**config.mk**
```make
export PLATFORM = sky130hd
export DESIGN_NAME = alu_result_reader
export DESIGN_NICKNAME = d
export VERILOG_FILES = /design/src/rtl/alu_pkg.sv /design/src/rtl/alu_byte_mux.sv /design/src/rtl/alu_result_reader.sv
export SDC_FILE = /design/constraint.sdc
export NUM_CORES = 1
export LEC_CHECK = 0
export CAP_MARGIN = 20
export CORE_MARGIN = 4
export CORE_UTILIZATION = 52
export CTS_CLUSTER_DIAMETER = 200
export CTS_CLUSTER_SIZE = 24
export DETAILED_ROUTE_END_ITERATION = 10
export GPL_ROUTABILITY_DRIVEN = 0
export GPL_TIMING_DRIVEN = 1
export PLACE_DENSITY_LB_ADDON = 0.15
export SLEW_MARGIN = 20
export SYNTH_ARGS = -nofsm -noshare
export SYNTH_HDL_FRONTEND = slang
export SYNTH_SLANG_ARGS = --single-unit
```
**constraint.sdc**
```tcl
create_clock -name clock -period 5.05 [get_ports clock]
set_input_delay 0.505 -clock clock [delete_from_list [all_inputs] [get_ports clock]]
set_output_delay 0.505 -clock clock [all_outputs]
set_load 0.03 [all_outputs]
```
**src/rtl/alu_pkg.sv**
```systemverilog
// Shared types and constants for the ALU register read-out path.
package alu_pkg;

    typedef enum logic [1:0] {
        IDLE,
        HDR,
        DATA
    } reader_state_t;

    localparam logic [3:0]  SYNC_NIBBLE = 4'hA;
    localparam int unsigned BYTE_W      = 8;
    localparam int unsigned ERR_BIT     = 0;
    localparam int unsigned OVR_BIT     = 1;

    function automatic logic [BYTE_W-1:0] make_header(input logic [3:0] sync,
                                                      input logic       ovr,
                                                      input logic       err);
        logic [BYTE_W-1:0] h;
        h          = {sync, 4'b0000};
        h[OVR_BIT] = ovr;
        h[ERR_BIT] = err;
        return h;
    endfunction

endpackage

```
**src/rtl/alu_byte_mux.sv**
```systemverilog
// Combinational byte selector: returns byte[sel] of the captured result word.
module alu_byte_mux
    import alu_pkg::*;
#(
    parameter int unsigned DATA_WIDTH = 16,
    parameter int unsigned CNT_W      = 1
) (
    input  logic [DATA_WIDTH-1:0] data,
    input  logic [CNT_W-1:0]      sel,
    output logic [BYTE_W-1:0]     byte_out
);

    localparam int unsigned NBYTES = DATA_WIDTH / BYTE_W;

    always_comb begin
        byte_out = '0;
        for (int unsigned k = 0; k < NBYTES; k++) begin
            if (sel == CNT_W'(k)) begin
                byte_out = data[k*BYTE_W +: BYTE_W];
            end
        end
    end

endmodule

```
**src/rtl/alu_result_reader.sv**
```systemverilog
// Captures the ALU result/error flags on res_load and streams them as a framed
// byte sequence (header, then result bytes MSB first) over a valid/ready link.
module alu_result_reader
    import alu_pkg::*;
#(
    parameter int unsigned DATA_WIDTH  = 16,
    parameter logic [3:0]  SYNC_NIBBLE = 4'hA
) (
    input  logic                  clock,
    input  logic                  reset,
    input  logic                  res_load,
    input  logic [DATA_WIDTH-1:0] res_data,
    input  logic                  res_error,
    input  logic                  clear_overrun,
    output logic                  tx_valid,
    output logic [BYTE_W-1:0]     tx_data,
    output logic                  tx_last,
    input  logic                  tx_ready,
    output logic                  busy,
    output logic                  overrun
);

    localparam int unsigned NBYTES   = DATA_WIDTH / BYTE_W;
    localparam int unsigned CNT_W    = (NBYTES > 1) ? $clog2(NBYTES) : 1;
    localparam logic [CNT_W-1:0] LAST_IDX = CNT_W'(NBYTES - 1);

    reader_state_t         state;
    logic [CNT_W-1:0]      count;
    logic [DATA_WIDTH-1:0] cap_data;
    logic [CNT_W-1:0]      mux_sel;
    logic [BYTE_W-1:0]     mux_byte;
    logic                  accept;

    assign accept = tx_valid && tx_ready;

    // The mux looks one byte ahead so tx_data can be loaded as a register on accept.
    always_comb begin
        mux_sel = LAST_IDX;
        if (state == DATA) begin
            mux_sel = count - 1'b1;
        end
    end

    alu_byte_mux #(
        .DATA_WIDTH (DATA_WIDTH),
        .CNT_W      (CNT_W)
    ) u_byte_mux (
        .data     (cap_data),
        .sel      (mux_sel),
        .byte_out (mux_byte)
    );

    always_ff @(posedge clock or negedge reset) begin
        if (!reset) begin
            state    <= IDLE;
            count    <= '0;
            cap_data <= '0;
            tx_valid <= 1'b0;
            tx_data  <= '0;
            tx_last  <= 1'b0;
            busy     <= 1'b0;
            overrun  <= 1'b0;
        end else begin
            if (res_load && (state != IDLE)) begin
                overrun <= 1'b1;
            end else if (clear_overrun) begin
                overrun <= 1'b0;
            end

            case (state)
                IDLE: begin
                    if (res_load) begin
                        cap_data <= res_data;
                        tx_data  <= make_header(SYNC_NIBBLE, overrun, res_error);
                        tx_valid <= 1'b1;
                        tx_last  <= 1'b0;
                        busy     <= 1'b1;
                        state    <= HDR;
                    end
                end
                HDR: begin
                    if (accept) begin
                        count   <= LAST_IDX;
                        tx_data <= mux_byte;
                        tx_last <= (NBYTES == 1);
                        state   <= DATA;
                    end
                end
                DATA: begin
                    if (accept) begin
                        if (count == '0) begin
                            tx_valid <= 1'b0;
                            tx_data  <= '0;
                            tx_last  <= 1'b0;
                            busy     <= 1'b0;
                            state    <= IDLE;
                        end else begin
                            count   <= count - 1'b1;
                            tx_data <= mux_byte;
                            tx_last <= (count == CNT_W'(1));
                        end
                    end
                end
                default: begin
                    state <= IDLE;
                end
            endcase
        end
    end

endmodule

```
After elaboration in Yosys (flattened, before gate mapping)

Cells that the tools add are included.

Add/sub/neg operators: 1
Multipliers: 0
Divide/modulo/power cells: 0
Order comparisons: 0
Equal/unequal tests: 6
Shifts and indexed selects: 0
Mux-type cells: 27
Bitwise operators: 0
Reductions and logical operators: 13

Operator list:

| operator                                       | number |
|---|---|
| two-way mux 8 bit                              | 5 |
| one-hot mux 8 bit (3 select lines)             | 1 |
| two-way mux 1 bit                              | 13 |
| AND reduction 4 bit                            | 3 |
| two-way mux 2 bit                              | 4 |
| != test 2 bit (second input constant)          | 4 |
| nonzero test 2 bit                             | 4 |
| one-hot mux 2 bit (3 select lines)             | 1 |
| one-hot mux 1 bit (2 select lines)             | 2 |
| one-hot mux 1 bit (3 select lines)             | 1 |
| AND reduction 3 bit                            | 1 |
| nonzero test 3 bit                             | 1 |
| == test 2 x 1 -> 1 bit (second input constant) | 1 |
| == test 2 bit (second input constant)          | 1 |
| logical AND 1 bit                              | 2 |
| zero test 2 bit                                | 1 |
| AND reduction 2 bit                            | 1 |
| subtractor 1 bit (second input constant)       | 1 |

Register bits after elaboration: 30
Latch bits: 0
Bits in writable memories: 0
Bits in read-only memories: 0
Input port bits: 22
Output and inout port bits: 12
Word-level logic and storage cells: 54
Memories kept: 0

Longest topological paths before layout

Gate-level depths: netlist of run 1.

Word-level depth: 6
Mapped depth: 6
Depth with buffers taken out: 5

Cells and area by module

From an unflattened synthesis of run 1, not the netlist that was laid out.

Cell total of the unflattened synthesis: 117
Area, all modules: 1,542.7 um2

Modules (own cells, without submodules):

| module            | instances | cells each | area an instance (um2) | sequential area each (um2) |
|---|---|---|---|---|
| alu_result_reader | 1         | 108        | 1,411.4                | 750.7 |
| alu_byte_mux      | 1         | 9          | 131.4                  | 0.0 |

Least setup slack after synthesis of run 1

Ideal clock, no wire load.

Path type: register -> register
Start point: register state[0]
End point: register tx_data[5]
Library setup time: 125 ps
Data arrival time: 1,664 ps
Required time: 4,925 ps
Slack: 3,261 ps
Cell stages (with the launch flop): 7
Buffers on the path: 1
Period minus slack after synthesis: 1,789 ps
Cell sequence: dfrtp_1 inv_1 ha_1 a2bb2oi_2 or3_1 buf_6 mux2_4

Cells in the longest elaborated chain, start to end: 6
Elaborated cells on any way between the ends: 14
Those cells by class: eq/ne: 5; mux: 6; reduce/logical: 3

RTL lines:

| item                               | line                                             | RTL |
|---|---|---|
| start, declared                    | alu_result_reader.sv:27                          | `reader_state_t state;` |
| start signal, assigned             | alu_result_reader.sv:55                          | `state <= IDLE;` |
| start signal, assigned             | alu_result_reader.sv:78                          | `state <= HDR;` |
| start signal, assigned             | alu_result_reader.sv:86                          | `state <= DATA;` |
| == test 2 bit                      | alu_result_reader.sv:39, alu_result_reader.sv:70 |  |
| two-way mux 1 bit                  | alu_result_reader.sv:39                          | `if (state == DATA) begin` |
| two-way mux 8 bit                  | alu_byte_mux.sv:18                               | `if (sel == CNT_W'(k)) begin` |
| two-way mux 8 bit                  | alu_result_reader.sv:91                          | `if (count == '0) begin` |
| two-way mux 8 bit                  | alu_result_reader.sv:90                          | `if (accept) begin` |
| one-hot mux 8 bit (3 select lines) | alu_result_reader.sv:70                          | `case (state)` |
| end signal, assigned               | alu_result_reader.sv:74                          | `tx_data <= make_header(SYNC_NIBBLE, overrun, res_error);` |
| end signal, assigned               | alu_result_reader.sv:84                          | `tx_data <= mux_byte;` |
| end signal, assigned               | alu_result_reader.sv:99                          | `tx_data <= mux_byte;` |
| end, declared                      | alu_result_reader.sv:16                          | `output logic [BYTE_W-1:0] tx_data,` |

Several ways; a longest one is shown, not always the timed one. The select of a mux whose other input is x is not followed.
A chain may end at the register's enable or synchronous reset.

Worst setup path after layout of run 1

Ends and elaborated chain as after synthesis.

==> run metrics, run 1 <==
status=complete, no violations; post-CTS sizing=0; most frequent cells in the layout=clkdlybuf4s50_1 (33), dfrtp_1 (30), mux2_2 (16); compound-gate portion of the synthesized area=0.156; CTS H-tree depth=2; reg-to-reg slack, setup=2.80 ns; Critical Path Start Type=register; final setup vio count=0; Avg WL per Cell=15.9 um; crit end category=register; Crit path buffers/inverters=1; Final HPWL DP=between 2 and 2.5 mm; Mapped Nets=144; Pwr Density=631 mW/mm^2; Worst Hold Class=register to register; die area=0.00368 sq mm; CP delay by family, top=simple AND/OR/NAND/NOR gates; synth warn=0; Unique masters post-synth=30; Simple-Gate Fraction of Synth Area=0.0817; WHS Endpoint=cap_data[2]$_DFFE_PN0P_; worst skew pair latency=about 0.32 ns; CTS tree=yes; Slew Viols, Final=0; Post-route DRC=0; NumNets Final=177; static leakage=0.794 nW; CP Data Required Time=5.26 ns; die width=slightly above 60 um; Hold Startpoint=cap_data[2]$_DFFE_PN0P_; drt total wl=2.87 mm; CTS Root Cell=clkbuf_4; CP cell instances=inv_1 > ha_1 > nor2b_1 > or3_1 > mux2_4; first-pass GRT wire length=4.66 mm; largest stage delay on the critical path=0.55 ns; IO Count=34; DR iter-0 viols=22; reg2reg start=state[0]$_DFFE_PN0P_; number of cells produced by synthesis=roughly 120; Total Routing Usage GR=0.174; kind of critical path=register to register; most common cell after layout, fill and taps aside=clkdlybuf4s50_1; Post-Place Worst Slack=2.64 ns; crit path time final=around 2.2 ns; vias=1034; PortBufs=33; Max VDD drop=415 uV; fmax=around 440 MHz; Setup Buffers After CTS=0; final hold vios=0; grt total ovfl=0; critical path arrival=2.46 ns; die height=60.6 um; share of layout cells above drive strength 1=0.207; CTS Buf Count=5; # rows=18; Starting Density=0.561; core area=0.00257 sq mm; reg2reg path depth=5; Slew HR=0.558; CP max stage cell=nor2b_1; diode count=0; mux cell area share after synthesis=0.164; adder-cell share of the synthesized area=0.0348; xor and xnor fraction of the mapped netlist area=0; mean post-synth cell area=12.2 sq um; max-capacitance violation count=0; total power draw=0.00115 W; first drt pass iteration count=4; Layout Skew=0.00739 ns; CTS Buffer Depth=2; pin count of the biggest net entering global routing=31; Area Growth Syn to Fin=26.7%; CTS clock-pin slew for the worst setup and hold paths=0.08 ns; register area share after synthesis=0.521; #FFs+latches synth=30; Hold Path Cell Cnt=1; reg2reg end=tx_data[5]$_DFFE_PN0P_; largest family of logic cells by synthesized area=multiplexers; RSZ-0062 raised after global routing=false; antenna violations before repair=0; clock sink total=30; Slew @ Worst Pin=0.662 ns; Post-CTS Hold Fix Bufs=0; CP max FO=11; Final Cycle Share=0.445; number of global-route vias before repair=1038; Post-Syn Area=0.00144 sq mm; slack of the critical path=~2.8 ns; DR vias/cell=5.74; post-route ant nets=0; post-route setup TNS=0 ns
==> synthesized netlist by cell type <==
cell,number,share of area
o22ai_1,1,0.0043
a2bb2oi_2,1,0.010
nor2_1,1,0.0026
buf_6,1,0.0078
nand3_1,4,0.014
clkbuf_1,5,0.013
buf_4,1,0.0052
nor2b_1,1,0.0043
mux2_1,1,0.0078
mux2_4,3,0.031
buf_2,1,0.0035
nor3_1,1,0.0035
a21oi_1,2,0.0070
and3_1,4,0.017
nand2b_1,1,0.0043
or3_1,2,0.0087
o21ai_0,2,0.0070
o31ai_1,4,0.021
mux2_2,16,0.13
nand2_1,7,0.018
inv_1,5,0.013
a22o_1,2,0.012
a31oi_1,6,0.026
o211ai_1,4,0.021
a2111oi_0,2,0.012
dfrtp_1,30,0.52
nor4_1,1,0.0043
ha_1,4,0.035
and2_1,1,0.0043
o31ai_2,4,0.035
==> metrics by stage <==
stage	util	hold WS, ns	area (sq um)	instances
detailed placement	0.691	0.494	1770	174
CTS	0.711	0.513	1820	180
global placement	0.691	0.490	1770	174
global route	0.711	0.527	1820	180
floorplan	-	0.209	1440	118
finish	0.711	0.510	1820	180
==> registers in the layout, summed over array words and instances, names as in the netlist <==
| name | flops |
|---|---|
| tx_data | 8 |
| cap_data | 16 |
| tx_last | 1 |
| busy | 1 |
| overrun | 1 |
| state | 2 |
| count | 1 |
==> per-layer routing <==
| layer | share of wire | routed length [um] | up-vias | global-route usage |
|---|---|---|---|---|
| li1 | - | - | 504 | - |
| met1 | 0.43 | 1240 | 492 | 0.214 |
| met2 | 0.49 | 1410 | 31 | 0.293 |
| met3 | 0.058 | 167 | 7 | 0.0404 |
| met4 | 0.017 | 49 | 0 | 0.0743 |
| met5 | 0 | 0 | - | 0 |
==> layout make-up <==
class	count	area (sq um)
clock buffer	6	51.3
fill	208	743
inverter	5	18.8
multi-input combinational	75	628
sequential	30	751
tap	30	37.5
timing repair buffer	34	338
==> worst reg2reg max path, stage by stage, from the launching register on <==
cell and delay (ns):
dfrtp_1 0.43, inv_1 0.10, ha_1 0.25, nor2b_1 0.55, or3_1 0.47, mux2_4 0.34
==> report_power, final <==
part / internal [W] / switching (W) / leakage (nW) / total [W]
Sequential: 0.000355 / 0.0000756 / 0.360 / 0.000431
Clock: 0.0000626 / 0.0000711 / 0.0302 / 0.000134
Combinational: 0.000281 / 0.000306 / 0.404 / 0.000587
Total: 0.000699 / 0.000453 / 0.794 / 0.00115
==> cell families after synthesis <==
| kind of cell | after synthesis |
|---|---|
| mux | 20 |
| compound gates | 28 |
| flops | 30 |
| fa+ha+maj | 4 |
| buf+inv | 13 |
| simple gates | 23 |
==> worst max-delay path by stage <==
stage	startpoint	endpoint	slack (ns)	cells past startpoint
2_1_floorplan	state[0]$_DFFE_PN0P_	tx_data[5]$_DFFE_PN0P_	3.26	6
4_1_cts	state[0]$_DFFE_PN0P_	tx_data[5]$_DFFE_PN0P_	2.84	5
6_report	state[0]$_DFFE_PN0P_	tx_data[5]$_DFFE_PN0P_	2.80	5
3_3_place_gp	res_load	tx_data[7]$_DFFE_PN0P_	2.75	4
5_1_grt	state[1]$_DFFE_PN0P_	tx_last$_DFFE_PN0P_	2.64	5
3_5_place_dp	res_load	tx_data[5]$_DFFE_PN0P_	2.64	4
Note: power is estimated with default switching activity, not from simulation.
==> run 2, diff against run 1 <==
--- a/config.mk
+++ b/config.mk
@@ -7,7 +7,7 @@
 export LEC_CHECK = 0
 export CAP_MARGIN = 20
 export CORE_MARGIN = 4
-export CORE_UTILIZATION = 52
+export CORE_UTILIZATION = 49
 export CTS_CLUSTER_DIAMETER = 200
 export CTS_CLUSTER_SIZE = 24
 export DETAILED_ROUTE_END_ITERATION = 10
==> constraint.sdc (replaced) <==
create_clock -name clock -period 2.27 [get_ports clock]
set_input_delay 0.227 -clock clock [delete_from_list [all_inputs] [get_ports clock]]
set_output_delay 0.227 -clock clock [all_outputs]
set_load 0.03 [all_outputs]
==> run metrics, run 2 (synthesis results as in run 1) <==
Slew HR=0.602 (+0.0442); post-route setup TNS=0 ns (unchanged); Critical Path Start Type=register; first drt pass iteration count=4 (unchanged); Fin Hold WS=0.273 ns (-0.237 ns); Reg with most FFs=cap_data; total power draw=0.00262 W (+130%); most common cell after layout, fill and taps aside=clkdlybuf4s50_1; CP Data Required Time=2.49 ns (-2.77 ns); Max VDD drop=1050 uV (+150%); CTS Buf Count=5 (unchanged); critical path arrival=2.31 ns (-0.15 ns); Avg WL per Cell=15.6 um (-2.2%); first-pass GRT wire length=5.05 mm (+8.4%); reg2reg end=tx_data[7]$_DFFE_PN0P_; die area=0.00387 sq mm (+5.3%); Post-route DRC=0 (unchanged); CP delay by family, top=simple AND/OR/NAND/NOR gates; most frequent cells in the layout=clkdlybuf4s50_1 (33), dfrtp_1 (30), mux2_2 (16); Slew @ Worst Pin=0.596 ns (-0.0660 ns); multi-input logic area=628 sq um (unchanged); CTS clock-pin slew for the worst setup and hold paths=0.09 ns (about the same); worst skew pair latency=0.33 ns (about the same); CTS Root Cell=clkbuf_4; share of layout cells above drive strength 1=0.231 (+0.0241); clock sink total=30 (unchanged); Area Growth Syn to Fin=29.5%; reg2reg path depth=5 (unchanged); max-capacitance violation count=0 (unchanged); core area=0.00278 sq mm (+8.3%); vias=1052 (+1.7%); RSZ-0062 raised after global routing=false; CP max stage cell=nor2b_1; IO Count=34 (unchanged); Largest register FFs=16 (unchanged); Final Cycle Share=0.923 (+0.477); status=complete, no violations; post-CTS sizing=0 (unchanged); number of global-route vias before repair=1095 (+5.5%); die width=62.2 um (+2.6%); crit end category=register; cell count after placement=179 (+2.9%); final non-filler cell total=187 (+3.9%); Crit path buffers/inverters=1 (unchanged); largest stage delay on the critical path=0.50 ns (-0.05 ns); Cell Area, Placed=0.00180 sq mm (+1.8%); kind of critical path=register to register; final hold vios=0 (unchanged); post-route ant nets=0 (unchanged); # rows=19 (+1); pin count of the biggest net entering global routing=31 (unchanged); largest registers=cap_data x16, tx_data x8, state x2; fin area=0.00186 sq mm (+2.2%); NumNets Final=181 (+2.3%); Post-CTS Hold Fix Bufs=0 (unchanged); CTS tree=yes; Slew Viols, Final=0 (unchanged); Total Routing Usage GR=0.166 (-0.00784); register area=751 sq um (unchanged); final setup vio count=0 (unchanged); grt total ovfl=0 (unchanged); diode count=0 (unchanged); die height=62.2 um (+2.6%); reg-to-reg slack, setup=0.18 ns (-2.62 ns); Worst Hold Class=input port to async pin; Starting Density=0.518 (-0.0431); Layout Skew=0.00685 ns (-0.000539 ns); Pwr Density=1410 mW/mm^2 (+120%); crit path time final=2.09 ns (-0.156 ns); fillcell total=225 (+8.2%); drt total wl=2.91 mm (+1.6%); DR iter-0 viols=20 (-9.1%); static leakage=0.819 nW (+3.1%); reg2reg start=state[1]$_DFFE_PN0P_; CTS H-tree depth=2 (unchanged); CP max FO=11 (unchanged); CTS Buffer Depth=2 (unchanged); Setup Buffers After CTS=0 (unchanged); antenna violations before repair=0 (unchanged); fmax=478 MHz (+7.4%); DR vias/cell=5.63 (-2.1%); PortBufs=33 (unchanged); CP cell instances=inv_1 > ha_1 > nor2b_1 > or3_1 > mux2_4
[run 2: cell types whose count changed in the layout (fill, tap and decap cells not counted), sizes merged]
| cell | change |
|---|---|
| clkinv | +1 |
| buf | +4 |
| clkbuf | +1 |
[run 2: report_power, final]
part | internal, W | switching [W] | total, W
combinational | 0.000657 | 0.000686 | 0.00134
clock | 0.000150 | 0.000178 | 0.000328
sequential | 0.000790 | 0.000160 | 0.000950
total | 0.00160 | 0.00102 | 0.00262
[run 2: cell type report]
type,instances,area share
multi-input combinational,75,0.337
tap,31,0.0208
inverter,5,0.0101
sequential,30,0.403
clock inverter,1,0.00268
clock buffer,7,0.0295
timing repair buffer,38,0.197
[run 2: how the worst max path moves through the flow]
stage / from / endpoint / cells after the start / slack [ns]
after floorplan: state[0]$_DFFE_PN0P_ / tx_data[5]$_DFFE_PN0P_ / 6 / 0.48
after global placement: res_load / tx_data[5]$_DFFE_PN0P_ / 4 / 0.23
after detailed placement: res_load / tx_data[7]$_DFFE_PN0P_ / 4 / 0.13
after CTS: state[1]$_DFFE_PN0P_ / tx_data[7]$_DFFE_PN0P_ / 5 / 0.19
after global routing: state[1]$_DFFE_PN0P_ / tx_data[7]$_DFFE_PN0P_ / 5 / 0.01
final: state[1]$_DFFE_PN0P_ / tx_data[7]$_DFFE_PN0P_ / 5 / 0.18
[run 2: metal layers]
metal  vias to the layer above  global-route usage  part of all wire
met3                         8              0.0739             0.073
met1                       497               0.200              0.43
met2                        39               0.250              0.47
met5                         -                   0                 0
li1                        508                   -                 -
met4                         0              0.0840             0.025
[run 2: metrics by stage]
step / utilization / worst slack (ns)
after floorplan: - / 0.481
after global placement: 0.649 / 0.232
after detailed placement: 0.649 / 0.130
after CTS: 0.670 / 0.187
after global routing: 0.670 / 0.0137
final: 0.670 / 0.176
==> run 3, diff against run 2 <==
--- a/config.mk
+++ b/config.mk
@@ -5,6 +5,7 @@
 export SDC_FILE = /design/constraint.sdc
 export NUM_CORES = 1
 export LEC_CHECK = 0
+export ABC_CLOCK_PERIOD_IN_PS = 2270
 export CAP_MARGIN = 20
 export CORE_MARGIN = 4
 export CORE_UTILIZATION = 49
@@ -13,6 +14,7 @@
 export DETAILED_ROUTE_END_ITERATION = 10
 export GPL_ROUTABILITY_DRIVEN = 0
 export GPL_TIMING_DRIVEN = 1
+export HOLD_SLACK_MARGIN = 0.08
 export PLACE_DENSITY_LB_ADDON = 0.15
 export SLEW_MARGIN = 20
 export SYNTH_ARGS = -nofsm -noshare
==> results of run 3 <==
Final layout, timing and power as in run 2 (identical DEF).
